### src/rtl/hsid_x_obi_rd_fetch_if.sv
// OBI read channel plus pixel stream between the fetch engine and its neighbours.
// The master modport is the fetch engine's view of both channels.
interface hsid_x_obi_rd_fetch_if #(
  parameter int unsigned WORD_WIDTH = 32,
  parameter int unsigned DATA_WIDTH = 16
);
  logic                    req;
  logic [WORD_WIDTH-1:0]   addr;
  logic                    we;
  logic [WORD_WIDTH/8-1:0] be;
  logic [WORD_WIDTH-1:0]   wdata;
  logic                    gnt;
  logic                    rvalid;
  logic [WORD_WIDTH-1:0]   rdata;

  logic                    pix_valid;
  logic [DATA_WIDTH-1:0]   pix_data;
  logic                    pix_last;
  logic                    pix_ready;

  modport master (
    output req, addr, we, be, wdata,
    input  gnt, rvalid, rdata,
    output pix_valid, pix_data, pix_last,
    input  pix_ready
  );

  modport slave (
    input  req, addr, we, be, wdata,
    output gnt, rvalid, rdata,
    input  pix_valid, pix_data, pix_last,
    output pix_ready
  );
endinterface

### src/rtl/hsid_x_obi_rd_fetch.sv
// OBI read initiator: fetches num_words consecutive words and streams each one as two pixels
// (low half first). A credit limit keeps in-flight plus buffered words within the FIFO.
module hsid_x_obi_rd_fetch #(
  parameter int unsigned WORD_WIDTH = 32,
  parameter int unsigned DATA_WIDTH = 16,
  parameter int unsigned FIFO_DEPTH = 4,
  parameter int unsigned LEN_WIDTH  = 16
) (
  input  logic                  clk,
  input  logic                  rst_n,
  input  logic                  start,
  input  logic [WORD_WIDTH-1:0] base_addr,
  input  logic [LEN_WIDTH-1:0]  num_words,
  output logic                  busy,
  output logic                  done,
  hsid_x_obi_rd_fetch_if.master bus
);

  localparam int unsigned CntW = $clog2(FIFO_DEPTH + 1);
  localparam int unsigned PtrW = (FIFO_DEPTH > 1) ? $clog2(FIFO_DEPTH) : 1;

  typedef enum logic [1:0] {StIdle, StFetch, StDrain, StDone} state_e;

  state_e                state_q, state_d;
  logic [WORD_WIDTH-1:0] addr_q, addr_d;
  logic [LEN_WIDTH-1:0]  num_q, num_d;
  logic [LEN_WIDTH-1:0]  issued_q, issued_d;
  logic [LEN_WIDTH-1:0]  popped_q, popped_d;
  logic [CntW-1:0]       out_q, out_d;
  logic [CntW-1:0]       cnt_q, cnt_d;
  logic [PtrW-1:0]       wptr_q, rptr_q;
  logic [WORD_WIDTH-1:0] mem_q [FIFO_DEPTH];
  logic                  half_q, half_d;
  logic                  req_q, req_d;

  logic                  accept, rsp, push, pop, pix_fire, last_word, fifo_nonempty;
  logic [CntW:0]         credit_used;
  logic [WORD_WIDTH-1:0] head;

  assign accept        = req_q & bus.gnt;
  // A response with nothing outstanding is a leftover from before reset.
  assign rsp           = bus.rvalid & (out_q != '0);
  assign push          = rsp;
  assign fifo_nonempty = (cnt_q != '0);
  assign pix_fire      = fifo_nonempty & bus.pix_ready;
  assign pop           = pix_fire & half_q;
  assign last_word     = (popped_q == num_q - LEN_WIDTH'(1));

  assign out_d       = out_q + CntW'(accept) - CntW'(rsp);
  assign cnt_d       = cnt_q + CntW'(push) - CntW'(pop);
  assign credit_used = {1'b0, out_d} + {1'b0, cnt_d};

  always_comb begin
    state_d  = state_q;
    num_d    = num_q;
    addr_d   = accept ? addr_q + WORD_WIDTH'(4) : addr_q;
    issued_d = issued_q + LEN_WIDTH'(accept);
    popped_d = popped_q + LEN_WIDTH'(pop);
    half_d   = pix_fire ? ~half_q : half_q;
    unique case (state_q)
      StIdle: begin
        if (start) begin
          if (num_words == '0) begin
            state_d = StDone;
          end else begin
            state_d  = StFetch;
            num_d    = num_words;
            addr_d   = {base_addr[WORD_WIDTH-1:2], 2'b00};
            issued_d = '0;
            popped_d = '0;
            half_d   = 1'b0;
          end
        end
      end
      StFetch: begin
        if (accept && (issued_d == num_q)) state_d = StDrain;
      end
      StDrain: begin
        if (pop && last_word && (out_d == '0) && (cnt_d == '0)) state_d = StDone;
      end
      StDone:  state_d = StIdle;
      default: state_d = StIdle;
    endcase
  end

  // Registered request built from next-state counts: once raised it can only drop on a grant,
  // since in-flight plus buffered words never grow without one.
  assign req_d = (state_d == StFetch) && (issued_d < num_d) &&
                 (credit_used < (CntW + 1)'(FIFO_DEPTH));

  always_ff @(posedge clk or negedge rst_n) begin
    if (!rst_n) begin
      state_q  <= StIdle;
      addr_q   <= '0;
      num_q    <= '0;
      issued_q <= '0;
      popped_q <= '0;
      out_q    <= '0;
      cnt_q    <= '0;
      wptr_q   <= '0;
      rptr_q   <= '0;
      half_q   <= 1'b0;
      req_q    <= 1'b0;
    end else begin
      state_q  <= state_d;
      addr_q   <= addr_d;
      num_q    <= num_d;
      issued_q <= issued_d;
      popped_q <= popped_d;
      out_q    <= out_d;
      cnt_q    <= cnt_d;
      half_q   <= half_d;
      req_q    <= req_d;
      if (push) wptr_q <= (wptr_q == PtrW'(FIFO_DEPTH - 1)) ? '0 : wptr_q + PtrW'(1);
      if (pop)  rptr_q <= (rptr_q == PtrW'(FIFO_DEPTH - 1)) ? '0 : rptr_q + PtrW'(1);
    end
  end

  always_ff @(posedge clk) begin
    if (push) mem_q[wptr_q] <= bus.rdata;
  end

  assign head = mem_q[rptr_q];

  assign bus.req       = req_q;
  assign bus.addr      = addr_q;
  assign bus.we        = 1'b0;
  assign bus.be        = '1;
  assign bus.wdata     = '0;
  assign bus.pix_valid = fifo_nonempty;
  assign bus.pix_data  = !fifo_nonempty ? '0 :
                         half_q ? head[WORD_WIDTH-1:DATA_WIDTH] : head[DATA_WIDTH-1:0];
  assign bus.pix_last  = fifo_nonempty & half_q & last_word;

  assign busy = (state_q == StFetch) || (state_q == StDrain);
  assign done = (state_q == StDone);

  fifo_no_overflow: assert property (@(posedge clk) disable iff (!rst_n)
    !(push && !pop && (cnt_q == CntW'(FIFO_DEPTH))));

endmodule
### src/flat_wrapper.sv
// flat-port wrapper written by rule: the top's interface ports become plain ports
module hsid_x_obi_rd_fetch_flat 
#(
  parameter int unsigned WORD_WIDTH = 32,
  parameter int unsigned DATA_WIDTH = 16,
  parameter int unsigned FIFO_DEPTH = 4,
  parameter int unsigned LEN_WIDTH  = 16
)
  (clk, rst_n, start, base_addr, num_words, busy, done, bus_req, bus_addr, bus_we, bus_be, bus_wdata, bus_gnt, bus_rvalid, bus_rdata, bus_pix_valid, bus_pix_data, bus_pix_last, bus_pix_ready);
  hsid_x_obi_rd_fetch_if #(.WORD_WIDTH(WORD_WIDTH), .DATA_WIDTH(DATA_WIDTH)) bus_i ();
  input  logic clk;
  input  logic rst_n;
  input  logic start;
  input  logic [WORD_WIDTH-1:0] base_addr;
  input  logic [LEN_WIDTH-1:0] num_words;
  output logic busy;
  output logic done;
  output wire logic [$bits(bus_i.req)-1:0] bus_req;
  output wire logic [$bits(bus_i.addr)-1:0] bus_addr;
  output wire logic [$bits(bus_i.we)-1:0] bus_we;
  output wire logic [$bits(bus_i.be)-1:0] bus_be;
  output wire logic [$bits(bus_i.wdata)-1:0] bus_wdata;
  input wire logic [$bits(bus_i.gnt)-1:0] bus_gnt;
  input wire logic [$bits(bus_i.rvalid)-1:0] bus_rvalid;
  input wire logic [$bits(bus_i.rdata)-1:0] bus_rdata;
  output wire logic [$bits(bus_i.pix_valid)-1:0] bus_pix_valid;
  output wire logic [$bits(bus_i.pix_data)-1:0] bus_pix_data;
  output wire logic [$bits(bus_i.pix_last)-1:0] bus_pix_last;
  input wire logic [$bits(bus_i.pix_ready)-1:0] bus_pix_ready;
  assign bus_req = bus_i.req;
  assign bus_addr = bus_i.addr;
  assign bus_we = bus_i.we;
  assign bus_be = bus_i.be;
  assign bus_wdata = bus_i.wdata;
  assign bus_i.gnt = bus_gnt;
  assign bus_i.rvalid = bus_rvalid;
  assign bus_i.rdata = bus_rdata;
  assign bus_pix_valid = bus_i.pix_valid;
  assign bus_pix_data = bus_i.pix_data;
  assign bus_pix_last = bus_i.pix_last;
  assign bus_i.pix_ready = bus_pix_ready;
  hsid_x_obi_rd_fetch #(.WORD_WIDTH(WORD_WIDTH), .DATA_WIDTH(DATA_WIDTH), .FIFO_DEPTH(FIFO_DEPTH), .LEN_WIDTH(LEN_WIDTH)) u_core (.clk(clk), .rst_n(rst_n), .start(start), .base_addr(base_addr), .num_words(num_words), .busy(busy), .done(done), .bus(bus_i));
endmodule
### config.mk
export PLATFORM = sky130hd
export DESIGN_NAME = hsid_x_obi_rd_fetch_flat
export DESIGN_NICKNAME = d
export VERILOG_FILES = /design/src/rtl/hsid_x_obi_rd_fetch_if.sv /design/src/rtl/hsid_x_obi_rd_fetch.sv /design/src/flat_wrapper.sv
export SDC_FILE = /design/constraint.sdc
export NUM_CORES = 1
export LEC_CHECK = 0
export ABC_AREA = 1
export BUFFER_PORTS_ARGS = -buffer_cell sky130_fd_sc_hd__buf_2
export CAP_MARGIN = 20
export CORE_ASPECT_RATIO = 2
export CORE_MARGIN = 3
export CORE_UTILIZATION = 59
export CTS_BUF_LIST = sky130_fd_sc_hd__clkbuf_8
export DETAILED_ROUTE_END_ITERATION = 6
export GPL_ROUTABILITY_DRIVEN = 0
export PLACE_DENSITY = 0.82
export SLEW_MARGIN = 5
export SYNTH_ARGS = -nofsm -noshare
export SYNTH_HDL_FRONTEND = slang
export SYNTH_SLANG_ARGS = --single-unit
### constraint.sdc
create_clock -name clk -period 4.4 [get_ports clk]
set_clock_uncertainty 0.15 [all_clocks]
set_input_delay 0.88 -clock clk [delete_from_list [all_inputs] [get_ports clk]]
set_output_delay 0.88 -clock clk [all_outputs]
set_load 0.01 [all_outputs]
==> impl_metrics.json <==
{
  "status": "complete, no violations",
  "critical-path-top-delay-family": "adder cells",
  "p_seq_share_pct": 38.8,
  "crit_buf_inv": 3,
  "totalWireLength_mm": 27.79,
  "ys_seq_elements": 220,
  "detail_route.wl_per_cell_microns": 16.32,
  "setup_viol": 0,
  "start_kind": "register",
  "portBuffers": 134,
  "reg2reg_depth": 14,
  "die_w_microns": 105.1,
  "cp.required_ns": 4.74,
  "cap_viol_max_count": 0,
  "drv_slew": 0,
  "cts_resized": 0,
  "post_cts_buffers": 0,
  "initialDrtViolationCount": 492,
  "switching_share_pct": 41.29,
  "ir_drop_mv": 0.3665,
  "cp_cell_sequence": "o31ai_1, inv_1, ha_1, inv_1, ha_1, fa_1, xor2_1, ha_1, nor4_1, buf_4, o2111ai_1, a21oi_1, nand2_1, nor2_1",
  "vias": 9166,
  "seq_area_frac_synth_pct": 53.01,
  "p_clk_share_pct": 19.5,
  "worstReg2RegStart": "u_core.out_q[1]$_DFF_PN0_",
  "p_switching_uw": 3345,
  "fmax_ghz": 0.2446,
  "dp_hpwl_mm": 20.14,
  "postCtsHoldBufs": 0,
  "start_util_pct": 60.70,
  "nFillCells": 1448,
  "synth.distinct_cells": 42,
  "cpPeakStageDelay_ns": 0.71,
  "cts_buffer_depth": 3,
  "cts.clk_slew.worst_paths_ns": 0.07,
  "cp.depth": 14,
  "cts_tree": "done",
  "critPathLaunch": "u_core.out_q[1]$_DFF_PN0_",
  "grt_pass1_vias": 9259,
  "synth_area_sq_um": 11590,
  "cp.arrival_ns": 4.43,
  "p_leak_uw": 0.005850,
  "cp-end-kind": "register",
  "ys.flop_type": "edfxtp_1",
  "cp_common_cell": "ha_1",
  "core_sq_um": 19100,
  "drc": 0,
  "finalCritPeriodShare_pct": 92.90,
  "drive_gt1_share_pct": 17.68,
  "combPwrFrac_pct": 41.6,
  "die_h_microns": 204.2,
  "cts.sinks": 220,
  "crit_slowest_cell": "o31ai_1",
  "worstPathMaxFanout": 5,
  "track_usage_pct": 25.70,
  "min_path_type": "input port to register",
  "p_per_area_nw_per_um2": 617.2,
  "power_uw": 8101,
  "finalSetupTns_ns": 0,
  "syn_avg_cell_area_sq_um": 9.086,
  "grt_max_degree": 84,
  "cts_buffers": 30,
  "die_area_sq_um": 21470,
  "final_hold_viol_count": 0,
  "slew_headroom_pct": 46.24,
  "tightestPinTransition_ns": 0.7996,
  "fin_nets": 1552,
  "h-tree-depth": 1,
  "worst-setup-path-type": "register to register",
  "synth-edff-count": 128,
  "holdCritStartpoint": "base_addr[4]",
  "hold_depth": 3,
  "yosysWarnings": 0,
  "placementRows": 71,
  "ys_async_sr_fraction_pct": 41.82,
  "area_growth_pct": 13.22,
  "avgViaCountPerCell": 5.382,
  "min_period_ns": 4.088,
  "rsz0062_at_grt": "no",
  "internal_power_uw": 4756,
  "num_io_pins": 176,
  "synthCells": 1276,
  "ant_nets": 0,
  "root_buffer": "clkbuf_8",
  "grt_pass1_wl_mm": 43.93,
  "diodes": 0,
  "drt_first_pass_iters": 5,
  "grt_overflow_total": 0,
  "antenna_found_initial": 1,
  "insertion_delay_ns": 0.56
}
-- state kept, by name, indices dropped and copies added, names as in the netlist --
register and flops:
u_core.bus.addr 30, u_core.bus.req 1, u_core.cnt_q 3, u_core.half_q 1
u_core.issued_q 16, u_core.mem_q 128, u_core.num_q 16, u_core.out_q 3
u_core.popped_q 16, u_core.rptr_q 2, u_core.state_q 2, u_core.wptr_q 2
-- power by group through the flow --
stage | Sequential [uW] | Clock (uW) | Combinational [uW]
6_report | 3150 | 1580 | 3370
5_1_grt | 3210 | 1710 | 3770
4_1_cts | 3140 | 1620 | 3380
3_5_place_dp | 3180 | 0 | 3330
3_3_place_gp | 3160 | 0 | 3230
2_1_floorplan | 3140 | 0 | 2150
-- worst paths after layout --
| kind | to | slack [ns] |
|---|---|---|
| worst max-delay path | u_core.bus.req$_DFF_PN0_ | 0.31 |
| min in group asynchronous | u_core.bus.addr[23]$_DFF_PN0_ | 0.56 |
| max in group asynchronous | u_core.num_q[1]$_DFF_PN0_ | 2.72 |
| worst min register to register | u_core.bus.addr[31]$_DFF_PN0_ | 0.43 |
| worst min-delay path | u_core.bus.addr[4]$_DFF_PN0_ | 0.38 |
| worst max register to register | u_core.bus.req$_DFF_PN0_ | 0.31 |
-- tightest hold or removal path: cells and delay by family --
kind            cells  cell delay (ns)
simple gates        1             0.04
compound gates      1             0.05
buf+inv             1             0.08
-- layout make-up --
| cell class | count | area (sq um) | area share, % |
|---|---|---|---|
| sequential | 220 | 6146 | 46.82 |
| timing repair buffer | 158 | 875.8 | 6.672 |
| clock buffer | 31 | 426.7 | 3.250 |
| clock inverter | 23 | 187.7 | 1.430 |
| inverter | 156 | 585.6 | 4.461 |
| multi-input combinational | 860 | 4586 | 34.93 |
| tap | 255 | 319.1 | 2.431 |
-- metrics by stage --
step	util (%)	instances	area, sq um	setup slack [ns]	hold WS (ns)
final	68.73	1703	13130	0.3123	0.3767
after global routing	68.73	1703	13130	0.08832	0.3472
after CTS	68.53	1701	13090	0.3337	0.3379
after detailed placement	65.31	1647	12470	0.3202	0.4226
after global placement	65.31	1647	12470	0.4626	0.4060
after floorplan	-	1313	11730	1.018	0.3690
-- metal layers --
metal	track usage (%)	vias up	part of all wire (%)
li1	-	4458	-
met1	24.42	4258	32
met2	50.97	341	56
met3	3.383	107	5.1
met4	15.11	2	6.0
met5	0	-	0.040
-- logic make-up after synthesis --
| kind of cell | count (synthesis) | share of synthesized area, % |
|---|---|---|
| buffers and inverters | 233 | 8.828 |
| flip-flops | 220 | 53.01 |
| AO/OA/AOI/OAI | 195 | 9.001 |
| AND/OR/NAND/NOR | 538 | 21.02 |
| adder cells (fa/ha/maj) | 40 | 4.446 |
| other | 2 | 0.06478 |
| XOR/XNOR | 48 | 3.626 |
-- placed cells by master, fill, tap and decap left out, types with 7 or more instances in the layout --
cell type    n
a21oi_1     31
buf_2      133
buf_4       23
clkbuf_8    31
clkinv_1     7
conb_1      39
dfrtp_1     92
edfxtp_1   128
ha_1        38
inv_1      152
inv_2        8
nand2_1    211
nand2_2     12
nand3_1     83
nand4_1     19
nor2_1     157
nor2_2      11
nor2_4       9
nor3_1       9
o21ai_0    114
o21ai_1      7
o22ai_1     32
xnor2_1     24
xor2_1      24
-- cell usage after synthesis (7+ instances only) --
master	instances	share of area [%]
xor2_1	24	1.8
o21ai_1	7	0.30
nand2_1	211	6.8
ha_1	38	4.1
nor2_1	161	5.2
nand2_2	12	0.65
nand4_1	19	1.0
o22ai_1	32	1.7
inv_2	8	0.26
nor2_2	7	0.38
o21ai_0	114	4.9
nor2_4	9	0.87
a21oi_1	31	1.3
clkbuf_1	35	1.1
buf_4	39	2.5
dfrtp_1	92	20
nand3_1	84	3.6
edfxtp_1	128	33
inv_1	145	4.7
nor3_1	9	0.39
xnor2_1	24	1.8
Note: power is estimated with default switching activity, not from simulation.
